===== config.mk =====
export PLATFORM = sky130hd
export DESIGN_NAME = glitcbus_arbiter
export DESIGN_NICKNAME = d
export VERILOG_FILES = /design/src/rtl/glitcbus_arbiter.sv
export SDC_FILE = /design/constraint.sdc
export NUM_CORES = 1
export LEC_CHECK = 0
export BUFFER_PORTS_ARGS = -buffer_cell sky130_fd_sc_hd__clkbuf_2
export CORE_ASPECT_RATIO = 1.1
export CORE_MARGIN = 1.5
export CORE_UTILIZATION = 47
export DETAILED_ROUTE_END_ITERATION = 12
export PLACE_DENSITY = 0.87
export SETUP_SLACK_MARGIN = 0.15
export SLEW_MARGIN = 40
export SYNTH_ARGS = -nofsm -noshare
export SYNTH_HDL_FRONTEND = slang
export SYNTH_SLANG_ARGS = --single-unit

===== constraint.sdc =====
create_clock -name clk_i -period 2.68 [get_ports clk_i]
set_input_delay 0.536 -clock clk_i [delete_from_list [all_inputs] [get_ports clk_i]]
set_output_delay 0.536 -clock clk_i [all_outputs]
set_load 0.05 [all_outputs]

===== src/rtl/glitcbus_arbiter.sv =====
// -----------------------------------------------------------------------------
// glitcbus_arbiter
//
// Shares the single GLITCBUS master port between NUM_REQ WISHBONE-classic
// requesters. Round-robin grant, bus locked to the owner until it drops cyc,
// registered command forwarding, registered ack/data return, and an ack
// timeout so a hung GLITC cannot stall the other requesters.
//
// Optional build macro:
//   GLITCBUS_ARB_STATS_EN - when defined, timeout_count_o counts timeouts
//                           (saturating at 255, cleared only by rst_i);
//                           otherwise timeout_count_o is tied to 0.
//
// Ports:
//   clk_i, rst_i          clock, synchronous active-high reset
//   req_cyc_i/stb_i/we_i  per-requester WISHBONE controls (one bit each)
//   req_adr_i, req_dat_i  packed per-requester address / write data
//   req_dat_o             shared read data, valid with req_ack_o
//   req_ack_o, req_err_o  one-cycle ack / timeout error to the owner
//   grant_o               one-hot current owner, 0 when idle
//   m_*                   master-side WISHBONE to glitcbus_master
//   busy_o                high whenever the arbiter is not idle
//   timeout_count_o       saturating timeout counter (see macro above)
// -----------------------------------------------------------------------------
module glitcbus_arbiter #(
    parameter int unsigned NUM_REQ        = 2,
    parameter int unsigned TIMEOUT_CYCLES = 255,
    parameter int unsigned ADR_WIDTH      = 16
) (
    input  logic                         clk_i,
    input  logic                         rst_i,
    input  logic [NUM_REQ-1:0]           req_cyc_i,
    input  logic [NUM_REQ-1:0]           req_stb_i,
    input  logic [NUM_REQ-1:0]           req_we_i,
    input  logic [NUM_REQ*ADR_WIDTH-1:0] req_adr_i,
    input  logic [NUM_REQ*32-1:0]        req_dat_i,
    output logic [31:0]                  req_dat_o,
    output logic [NUM_REQ-1:0]           req_ack_o,
    output logic [NUM_REQ-1:0]           req_err_o,
    output logic [NUM_REQ-1:0]           grant_o,
    output logic                         m_cyc_o,
    output logic                         m_stb_o,
    output logic                         m_we_o,
    output logic [ADR_WIDTH-1:0]         m_adr_o,
    output logic [31:0]                  m_dat_o,
    input  logic [31:0]                  m_dat_i,
    input  logic                         m_ack_i,
    output logic                         busy_o,
    output logic [7:0]                   timeout_count_o
);

    localparam int unsigned IdxW       = (NUM_REQ > 2) ? 2 : 1;
    localparam logic [15:0] TimeoutVal = 16'(TIMEOUT_CYCLES);

    typedef enum logic [1:0] {StIdle, StWaitAck, StAck, StHold} state_e;

    state_e                 state_q, state_d;
    logic [IdxW-1:0]        owner_q, owner_d;
    logic [IdxW-1:0]        ptr_q, ptr_d;
    logic [NUM_REQ-1:0]     grant_q, grant_d;
    logic                   m_cyc_q, m_cyc_d;
    logic                   m_stb_q, m_stb_d;
    logic                   m_we_q, m_we_d;
    logic [ADR_WIDTH-1:0]   m_adr_q, m_adr_d;
    logic [31:0]            m_dat_q, m_dat_d;
    logic [31:0]            rdat_q, rdat_d;
    logic [NUM_REQ-1:0]     ack_q, ack_d;
    logic [NUM_REQ-1:0]     err_q, err_d;
    logic                   busy_q, busy_d;
    logic [15:0]            cnt_q, cnt_d;

    logic [NUM_REQ-1:0]     eligible;
    logic                   win_found;
    logic [IdxW-1:0]        win_idx;
    logic [IdxW-1:0]        cand;
    logic [IdxW-1:0]        sel_idx;
    logic                   sel_cyc, sel_stb, sel_we;
    logic [ADR_WIDTH-1:0]   sel_adr;
    logic [31:0]            sel_dat;
    logic [15:0]            cnt_inc;
    logic                   expire;

    assign eligible = req_cyc_i & req_stb_i;
    assign cnt_inc  = cnt_q + 16'd1;
    assign expire   = (cnt_inc == TimeoutVal);

    // Round-robin search: first eligible requester at or after the pointer.
    always_comb begin : rr_search
        win_found = 1'b0;
        win_idx   = '0;
        cand      = '0;
        for (int i = 0; i < NUM_REQ; i++) begin
            cand = IdxW'((32'(ptr_q) + 32'(i)) % NUM_REQ);
            if (!win_found && eligible[cand]) begin
                win_found = 1'b1;
                win_idx   = cand;
            end
        end
    end

    // In IDLE the candidate is the search winner; otherwise the current owner.
    always_comb begin : cmd_mux
        sel_idx = (state_q == StIdle) ? win_idx : owner_q;
        sel_cyc = 1'b0;
        sel_stb = 1'b0;
        sel_we  = 1'b0;
        sel_adr = '0;
        sel_dat = '0;
        for (int k = 0; k < NUM_REQ; k++) begin
            if (IdxW'(k) == sel_idx) begin
                sel_cyc = req_cyc_i[k];
                sel_stb = req_stb_i[k];
                sel_we  = req_we_i[k];
                sel_adr = req_adr_i[k*ADR_WIDTH +: ADR_WIDTH];
                sel_dat = req_dat_i[k*32 +: 32];
            end
        end
    end

    always_comb begin : next_state
        state_d = state_q;
        owner_d = owner_q;
        ptr_d   = ptr_q;
        grant_d = grant_q;
        m_cyc_d = m_cyc_q;
        m_stb_d = m_stb_q;
        m_we_d  = m_we_q;
        m_adr_d = m_adr_q;
        m_dat_d = m_dat_q;
        rdat_d  = rdat_q;
        ack_d   = '0;
        err_d   = '0;
        cnt_d   = cnt_q;

        unique case (state_q)
            StIdle: begin
                if (win_found) begin
                    owner_d          = win_idx;
                    grant_d          = '0;
                    grant_d[win_idx] = 1'b1;
                    m_cyc_d          = 1'b1;
                    m_stb_d          = 1'b1;
                    m_we_d           = sel_we;
                    m_adr_d          = sel_adr;
                    m_dat_d          = sel_dat;
                    cnt_d            = '0;
                    state_d          = StWaitAck;
                end
            end
            StWaitAck: begin
                // An ack in the expiry cycle wins over the timeout.
                if (m_ack_i) begin
                    m_stb_d        = 1'b0;
                    rdat_d         = m_dat_i;
                    ack_d[owner_q] = 1'b1;
                    state_d        = StAck;
                end else if (expire) begin
                    m_stb_d        = 1'b0;
                    m_cyc_d        = 1'b0;
                    err_d[owner_q] = 1'b1;
                    state_d        = StAck;
                end else begin
                    cnt_d = cnt_inc;
                end
            end
            StAck: begin
                // Owner's stb here is still the strobe that was just acked.
                state_d = StHold;
            end
            StHold: begin
                if (!sel_cyc) begin
                    m_cyc_d = 1'b0;
                    grant_d = '0;
                    ptr_d   = IdxW'((32'(owner_q) + 32'd1) % NUM_REQ);
                    state_d = StIdle;
                end else if (sel_stb) begin
                    m_cyc_d = 1'b1;
                    m_stb_d = 1'b1;
                    m_we_d  = sel_we;
                    m_adr_d = sel_adr;
                    m_dat_d = sel_dat;
                    cnt_d   = '0;
                    state_d = StWaitAck;
                end
            end
            default: state_d = StIdle;
        endcase

        busy_d = (state_d != StIdle);
    end

    always_ff @(posedge clk_i) begin
        if (rst_i) begin
            state_q <= StIdle;
            owner_q <= '0;
            ptr_q   <= '0;
            grant_q <= '0;
            m_cyc_q <= 1'b0;
            m_stb_q <= 1'b0;
            m_we_q  <= 1'b0;
            m_adr_q <= '0;
            m_dat_q <= '0;
            rdat_q  <= '0;
            ack_q   <= '0;
            err_q   <= '0;
            busy_q  <= 1'b0;
            cnt_q   <= '0;
        end else begin
            state_q <= state_d;
            owner_q <= owner_d;
            ptr_q   <= ptr_d;
            grant_q <= grant_d;
            m_cyc_q <= m_cyc_d;
            m_stb_q <= m_stb_d;
            m_we_q  <= m_we_d;
            m_adr_q <= m_adr_d;
            m_dat_q <= m_dat_d;
            rdat_q  <= rdat_d;
            ack_q   <= ack_d;
            err_q   <= err_d;
            busy_q  <= busy_d;
            cnt_q   <= cnt_d;
        end
    end

`ifdef GLITCBUS_ARB_STATS_EN
    logic [7:0] tcount_q;
    logic       timeout_evt;

    assign timeout_evt = (state_q == StWaitAck) && !m_ack_i && expire;

    always_ff @(posedge clk_i) begin
        if (rst_i) begin
            tcount_q <= '0;
        end else if (timeout_evt && (tcount_q != 8'hFF)) begin
            tcount_q <= tcount_q + 8'd1;
        end
    end

    assign timeout_count_o = tcount_q;
`else
    assign timeout_count_o = 8'h00;
`endif

    assign req_dat_o = rdat_q;
    assign req_ack_o = ack_q;
    assign req_err_o = err_q;
    assign grant_o   = grant_q;
    assign m_cyc_o   = m_cyc_q;
    assign m_stb_o   = m_stb_q;
    assign m_we_o    = m_we_q;
    assign m_adr_o   = m_adr_q;
    assign m_dat_o   = m_dat_q;
    assign busy_o    = busy_q;

endmodule


==> results of run 1 <==
## metrics by stage
step | total power, mW | cells | hold WS, ns | instance area, µm² | worst slack (ns)
detailed placement | 3.272 | 927 | 0.4467 | 6250 | 0.2511
floorplan | 2.901 | 597 | 0.4607 | 5027 | 0.4408
finish | 4.691 | 943 | 0.4093 | 6585 | 0.3657
global placement | 3.249 | 927 | 0.4411 | 6250 | 0.3138
CTS | 4.720 | 943 | 0.4020 | 6581 | 0.2288
global route | 4.902 | 943 | 0.4036 | 6585 | 0.2423
## placed cells by master, fill, tap and decap left out, drive strengths merged, types with 3 or more instances in the layout
cell type  instances
nor3               9
nor2              77
buf               16
nand3             14
nand2             87
o21ai             10
mux2i             50
a21oi             43
nor4               5
a31o               3
conb               8
inv               14
nand4              6
nand2b             4
clkbuf           235
o21bai             3
a211oi            50
o22ai              3
a31oi              4
dfxtp            110
o221ai             3
o211ai             4
a21o               4
## layout make-up
cell class,count,area [µm²]
well taps,143,178.9
repair buffers,241,1284
multi-input cells,420,2539
clock buffers,10,239.0
fillers,879,3809
clock inverters,6,92.59
inverters,13,48.80
flip-flops and latches,110,2203
## cell families after synthesis
logic type | after synthesis
buf+inv | 67
flops | 110
simple gates | 215
xor+xnor | 2
compound gates | 143
fa+ha+maj | 2
other cells | 1
mux | 50
## routing by layer
layer	vias to the layer above	wire, µm	GRT usage, %
li1	2473	-	-
met1	2226	5193	25.65
met2	204	6217	38.93
met3	33	967	6.305
met4	0	388	9.167
met5	-	0	0
## power groups by stage
stage	combinational, mW	sequential (mW)	clock, mW
floorplan	0.511	2.39	0
global placement	1.33	1.92	0
detailed placement	1.35	1.92	0
CTS	1.36	1.89	1.48
global route	1.44	1.91	1.56
finish	1.35	1.89	1.46
## worst max-delay path, stage by stage, from the launching register on
cell and delay [ns]:
sky130_fd_sc_hd__dfxtp_2 0.40, sky130_fd_sc_hd__ha_2 0.26, sky130_fd_sc_hd__nand3_4 0.14, sky130_fd_sc_hd__or3_4 0.41, sky130_fd_sc_hd__a221oi_2 0.26, sky130_fd_sc_hd__nand4_2 0.16
sky130_fd_sc_hd__buf_4 0.23, sky130_fd_sc_hd__a41o_1 0.24, sky130_fd_sc_hd__a31oi_1 0.14
## cell usage after synthesis, types with 7 or more instances
library cell | count | area (µm²)
sky130_fd_sc_hd__nand3_1 | 13 | 65.06
sky130_fd_sc_hd__mux2i_1 | 50 | 500.5
sky130_fd_sc_hd__a211oi_1 | 50 | 375.4
sky130_fd_sc_hd__dfxtp_1 | 110 | 2202
sky130_fd_sc_hd__buf_2 | 8 | 40.04
sky130_fd_sc_hd__inv_1 | 13 | 48.80
sky130_fd_sc_hd__clkbuf_1 | 30 | 112.6
sky130_fd_sc_hd__o21ai_0 | 7 | 35.03
sky130_fd_sc_hd__nand2_1 | 87 | 326.6
sky130_fd_sc_hd__a21oi_1 | 43 | 215.2
sky130_fd_sc_hd__buf_4 | 10 | 75.07
sky130_fd_sc_hd__nor3_1 | 9 | 45.04
sky130_fd_sc_hd__nor2_1 | 77 | 289.0
## registers in the layout, summed over array words and instances, names as in the netlist
register,count
m_dat_o,32
req_dat_o,32
cnt_q,16
m_adr_o,16
grant_o,2
req_ack_o,2
req_err_o,2
state_q,2
busy_o,1
m_cyc_o,1
m_stb_o,1
m_we_o,1
owner_q,1
ptr_q,1
## final timing paths
path	start	endpoint	slack [ns]	cells after the start
max	cnt_q[0]	cnt_q[3]	0.37	8
min	m_dat_i[23]	req_dat_o[23]	0.41	3
max reg2reg	cnt_q[0]	cnt_q[3]	0.37	8
min reg2reg	req_dat_o[23]	req_dat_o[23]	0.45	2
==> results.yml, run 1 <==
drt:
  initialDrtViolationCount: 224
  detail-route-antenna-nets: 0
  vias_post_dr: 4936
  detail_route.vias_per_cell: 5.234
  routed_wirelength_um: 12770
  drt-pass1-iter-count: 5
  routedWlPerCell_um: 13.54
  post-route-drc-count: 0
floorplan:
  initial_utilization_pct: 48.12
  pin_count: 235
  core_region_area_um2: 10390
  die_height_um: 111.2
  die_footprint_um2: 11270
  die_w_um: 101.4
  core.rowCount: 39
yosys:
  yosys.area_share.xor_xnor_pct: 0.3503
  synth_enable_flop_cells: 0
  synth_compound_gate_area_share_pct: 19.59
  synth-seq-cells: 110
  yosys.area_share.simple_pct: 19.16
  ys_warn_count: 0
  synthCells: 590
  synth_fa_ha_area_share_pct: 0.5004
  ys_seq_area_share_pct: 44.03
  syn_area_um2: 5001
  main_combinational_cell_family_by_area_after_synthesis: "compound AO/OA/AOI/OAI gates"
  postSynthAreaPerCell_um2: 8.476
  ys_async_sr_fraction_pct: 0
  ys_types: 56
  yosys_most_used_dff: "sky130_fd_sc_hd__dfxtp_1"
  synth.area.mux_share_pct: 10.01
cts:
  cts_max_level: 3
  cts.repair.resized: 0
  cts-hold-fix-buffers: 0
  number_of_buffers_created_by_cts: 9
  clk_pin_slew_ns: 0.07
  clockBufferDepth: 2
  post_cts.repair.setup_buffers: 0
  clock_sink_count: 110
  cts_tree: "done"
  insertion_delay_ns: 0.34
  ctsRootBufferMaster: "sky130_fd_sc_hd__clkbuf_16"
place:
  place_hpwl_um: 9386
  final_wtd_congestion: 0.9193
  place.port_buffers: 226
timing:
  count_of_pins_over_their_slew_limit: 0
  period_minus_slack_ns: 2.314
  unrepaired_setup_endpoints_after_global_routing: "false"
  totalNegativeSetupSlack_ns: 0
  max_slew.worst_pin.slew_ns: 0.6262
  fmax_mhz: 432.1
  max-slew-margin-rel_pct: 58.25
  period_share_pct: 86.36
  hold_viol_final: 0
  final_setup_violation_count: 0
  finClkSkew_ns: 0.006420
cells_and_area:
  layout.core_utilization_pct: 63.36
  syn2layout_area_growth_pct: 31.67
  ratio_of_cells_with_drive_above_1_in_the_final_layout_pct: 34.13
  antenna-diode-count: 0
  final_nets: 934
pwr:
  power.switching_fraction_pct: 35.37
  p_leak_nw: 2.816
  cell_internal_pwr_mw: 3.032
  pwr-share-clk_pct: 31.0
  seqPwrFrac_pct: 40.2
  p_sw_mw: 1.659
  vdd.ir_drop.worst_mv: 0.4581
  combinationalPowerShare_pct: 28.8
  pwr_density_cell_nw_per_um2: 712.4
setup_path:
  required_worst_endpoint_ns: 2.95
  cp-end-kind: "flip-flop"
  critical_path_peak_fanout: 14
  criticalPathCategory: "reg2reg"
  cp-start-kind: "flip-flop"
  worst-endpoint-arrival_ns: 2.59
hold_path:
  worstHoldPathType: "in2reg"
global_route:
  first_global_vias: 4507
  antenna_found_initial: 0
  grt_pass1_wl_um: 20530
  aggregate_global_route_resource_usage_pct: 22.49
  grt_start_max_net_pins: 59
  overflow: 0
job:
  maxCapViolCount: 0
outcome:
  outcome: "completed"
No activity file was read; power rests on OpenSTA's default activity.
==> run 2, diff against run 1 <==
--- a/config.mk
+++ b/config.mk
@@ -6,11 +6,11 @@
 export NUM_CORES = 1
 export LEC_CHECK = 0
 export BUFFER_PORTS_ARGS = -buffer_cell sky130_fd_sc_hd__clkbuf_2
-export CORE_ASPECT_RATIO = 1.1
+export CORE_ASPECT_RATIO = 0.7
 export CORE_MARGIN = 1.5
-export CORE_UTILIZATION = 47
+export CORE_UTILIZATION = 40
 export DETAILED_ROUTE_END_ITERATION = 12
-export PLACE_DENSITY = 0.87
+export PLACE_DENSITY = 0.76
 export SETUP_SLACK_MARGIN = 0.15
 export SLEW_MARGIN = 40
 export SYNTH_ARGS = -nofsm -noshare
==> run 2 against run 1 <==
Non-clock buffer count unchanged. Sequential power hardly changed. Via count fell by 3.2%. Maximum frequency down 1.7%. Cell area down 0.34%. Hold slack worse by 0.0070 ns. Critical path type unchanged. Critical endpoint is now cnt_q[8]. Highest routed layer unchanged.
==> results.yml, run 2 (same netlist as run 1, synthesis figures left out) <==
timing:
  period_share_pct: 87.88
  fmax_mhz: 424.6
  period_minus_slack_ns: 2.355
  max-slew-margin-rel_pct: 63.14
  count_of_pins_over_their_slew_limit: 0
  hold_viol_final: 0
  finClkSkew_ns: 0.009869
  unrepaired_setup_endpoints_after_global_routing: "false"
  final_setup_violation_count: 0
  fin_ws_ns: 0.3248
  timing.hold.ws_ns: 0.4023
  max_slew.worst_pin.slew_ns: 0.5518
  totalNegativeSetupSlack_ns: 0
job:
  maxCapViolCount: 0
cts:
  cts_max_level: 3
  cts_tree: "done"
  ctsRootBufferMaster: "sky130_fd_sc_hd__clkbuf_16"
  clockBufferDepth: 2
  clock_sink_count: 110
  post_cts.repair.setup_buffers: 0
  cts-hold-fix-buffers: 0
  number_of_buffers_created_by_cts: 9
  insertion_delay_ns: 0.35
  cts.repair.resized: 0
  clk_pin_slew_ns: 0.08
hold_path:
  worstHoldPathType: "in2reg"
  worstHoldStart: "m_dat_i[7]"
pwr:
  cell_internal_pwr_mw: 2.855
  p_sw_mw: 1.675
  p_leak_nw: 2.794
  seqPwrFrac_pct: 41.1
  combinationalPowerShare_pct: 30.1
  pwr_density_cell_nw_per_um2: 690.2
  vdd.ir_drop.worst_mv: 0.3524
  pwr-share-clk_pct: 28.8
  power.switching_fraction_pct: 36.97
cells_and_area:
  syn2layout_area_growth_pct: 31.22
  most-common-layout-cells: "sky130_fd_sc_hd__clkbuf_2 (225), sky130_fd_sc_hd__dfxtp_1 (109), sky130_fd_sc_hd__nand2_1 (87)"
  ratio_of_cells_with_drive_above_1_in_the_final_layout_pct: 34.25
  antenna-diode-count: 0
  layout_commonest_cell: "sky130_fd_sc_hd__clkbuf_2"
  layout.core_utilization_pct: 55.00
  multi_input_area_um2: 2545
  nFillCells: 1082
  final_nets: 934
  final-seq-area_um2: 2203
global_route:
  aggregate_global_route_resource_usage_pct: 17.95
  grt_use_met3_pct: 5.321
  grt_pass1_wl_um: 18640
  antenna_found_initial: 0
  grt_start_max_net_pins: 93
  grtUsageMet1_pct: 23.50
  grt-busiest-layer: "met2"
  gr-usage-met2_pct: 28.98
  first_global_vias: 3855
  overflow: 0
floorplan:
  die_height_um: 96.55
  die_w_um: 136.6
  core_region_area_um2: 11930
  pin_count: 235
  die_footprint_um2: 13190
  initial_utilization_pct: 41.91
  core.rowCount: 33
place:
  place_hpwl_um: 9471
  final_wtd_congestion: 0.8879
  place.port_buffers: 226
  place_worst_setup_slack_ns: 0.2472
setup_path:
  worst-endpoint-arrival_ns: 2.62
  cp-end-kind: "flip-flop"
  crit_start: "cnt_q[0]"
  reg2reg_from: "cnt_q[0]"
  cp-start-kind: "flip-flop"
  criticalPathCategory: "reg2reg"
  critical_path_peak_fanout: 9
  required_worst_endpoint_ns: 2.95
drt:
  detail_route.vias_per_cell: 4.994
  routedWlPerCell_um: 13.18
  post-route-drc-count: 0
  drt-pass1-iter-count: 4
  detail-route-antenna-nets: 0
  initialDrtViolationCount: 207
  vias_post_dr: 4779
  routed_wirelength_um: 12610
outcome:
  outcome: "completed"
-- run 2: area by class of cell --
type                       count  share of cell area (%)
tap                          157                   2.993
sequential                   110                   33.57
multi-input combinational    420                   38.78
inverter                      13                  0.7436
clock inverter                 6                  0.8961
clock buffer                  10                   3.642
timing repair buffer         241                   19.37
-- run 2: metrics by stage --
step                power (mW)  cell area, µm²  std cells
finish                   4.530            6563        957
floorplan                2.901            5027        597
global route             4.768            6563        957
CTS                      4.582            6553        957
detailed placement       3.271            6255        941
global placement         3.257            6255        941
-- run 2: final timing paths --
path                  endpoint  slack (ns)  cells after the start
setup / recovery      cnt_q[8]        0.32                      8
hold / removal    req_dat_o[7]        0.40                      3
setup reg to reg      cnt_q[8]        0.32                      8
hold reg to reg   req_dat_o[6]        0.46                      2
-- run 2: layer usage --
metal  part of all wire, %  vias to the layer above
met3                   8.4                       11
met5                     0                        -
met1                    45                     2110
met4                   1.1                        0
met2                    45                      176
li1                      -                     2482
-- run 2: power groups by stage --
stage / registers, mW / logic [mW] / clock network (mW)
after floorplan: 2.39 / 0.511 / 0
after global placement: 1.89 / 1.36 / 0
after detailed placement: 1.90 / 1.37 / 0
after CTS: 1.86 / 1.37 / 1.35
after global routing: 1.88 / 1.46 / 1.43
final: 1.86 / 1.36 / 1.31
-- run 2: worst max-delay path, stage by stage, from the launching register on --
cell                        delay (ns)
sky130_fd_sc_hd__dfxtp_2          0.41
sky130_fd_sc_hd__ha_2             0.26
sky130_fd_sc_hd__nand3_4          0.13
sky130_fd_sc_hd__or3_4            0.41
sky130_fd_sc_hd__a221oi_2         0.27
sky130_fd_sc_hd__nand4_2          0.16
sky130_fd_sc_hd__buf_4            0.21
sky130_fd_sc_hd__a2111oi_4        0.29
sky130_fd_sc_hd__o21bai_1         0.15
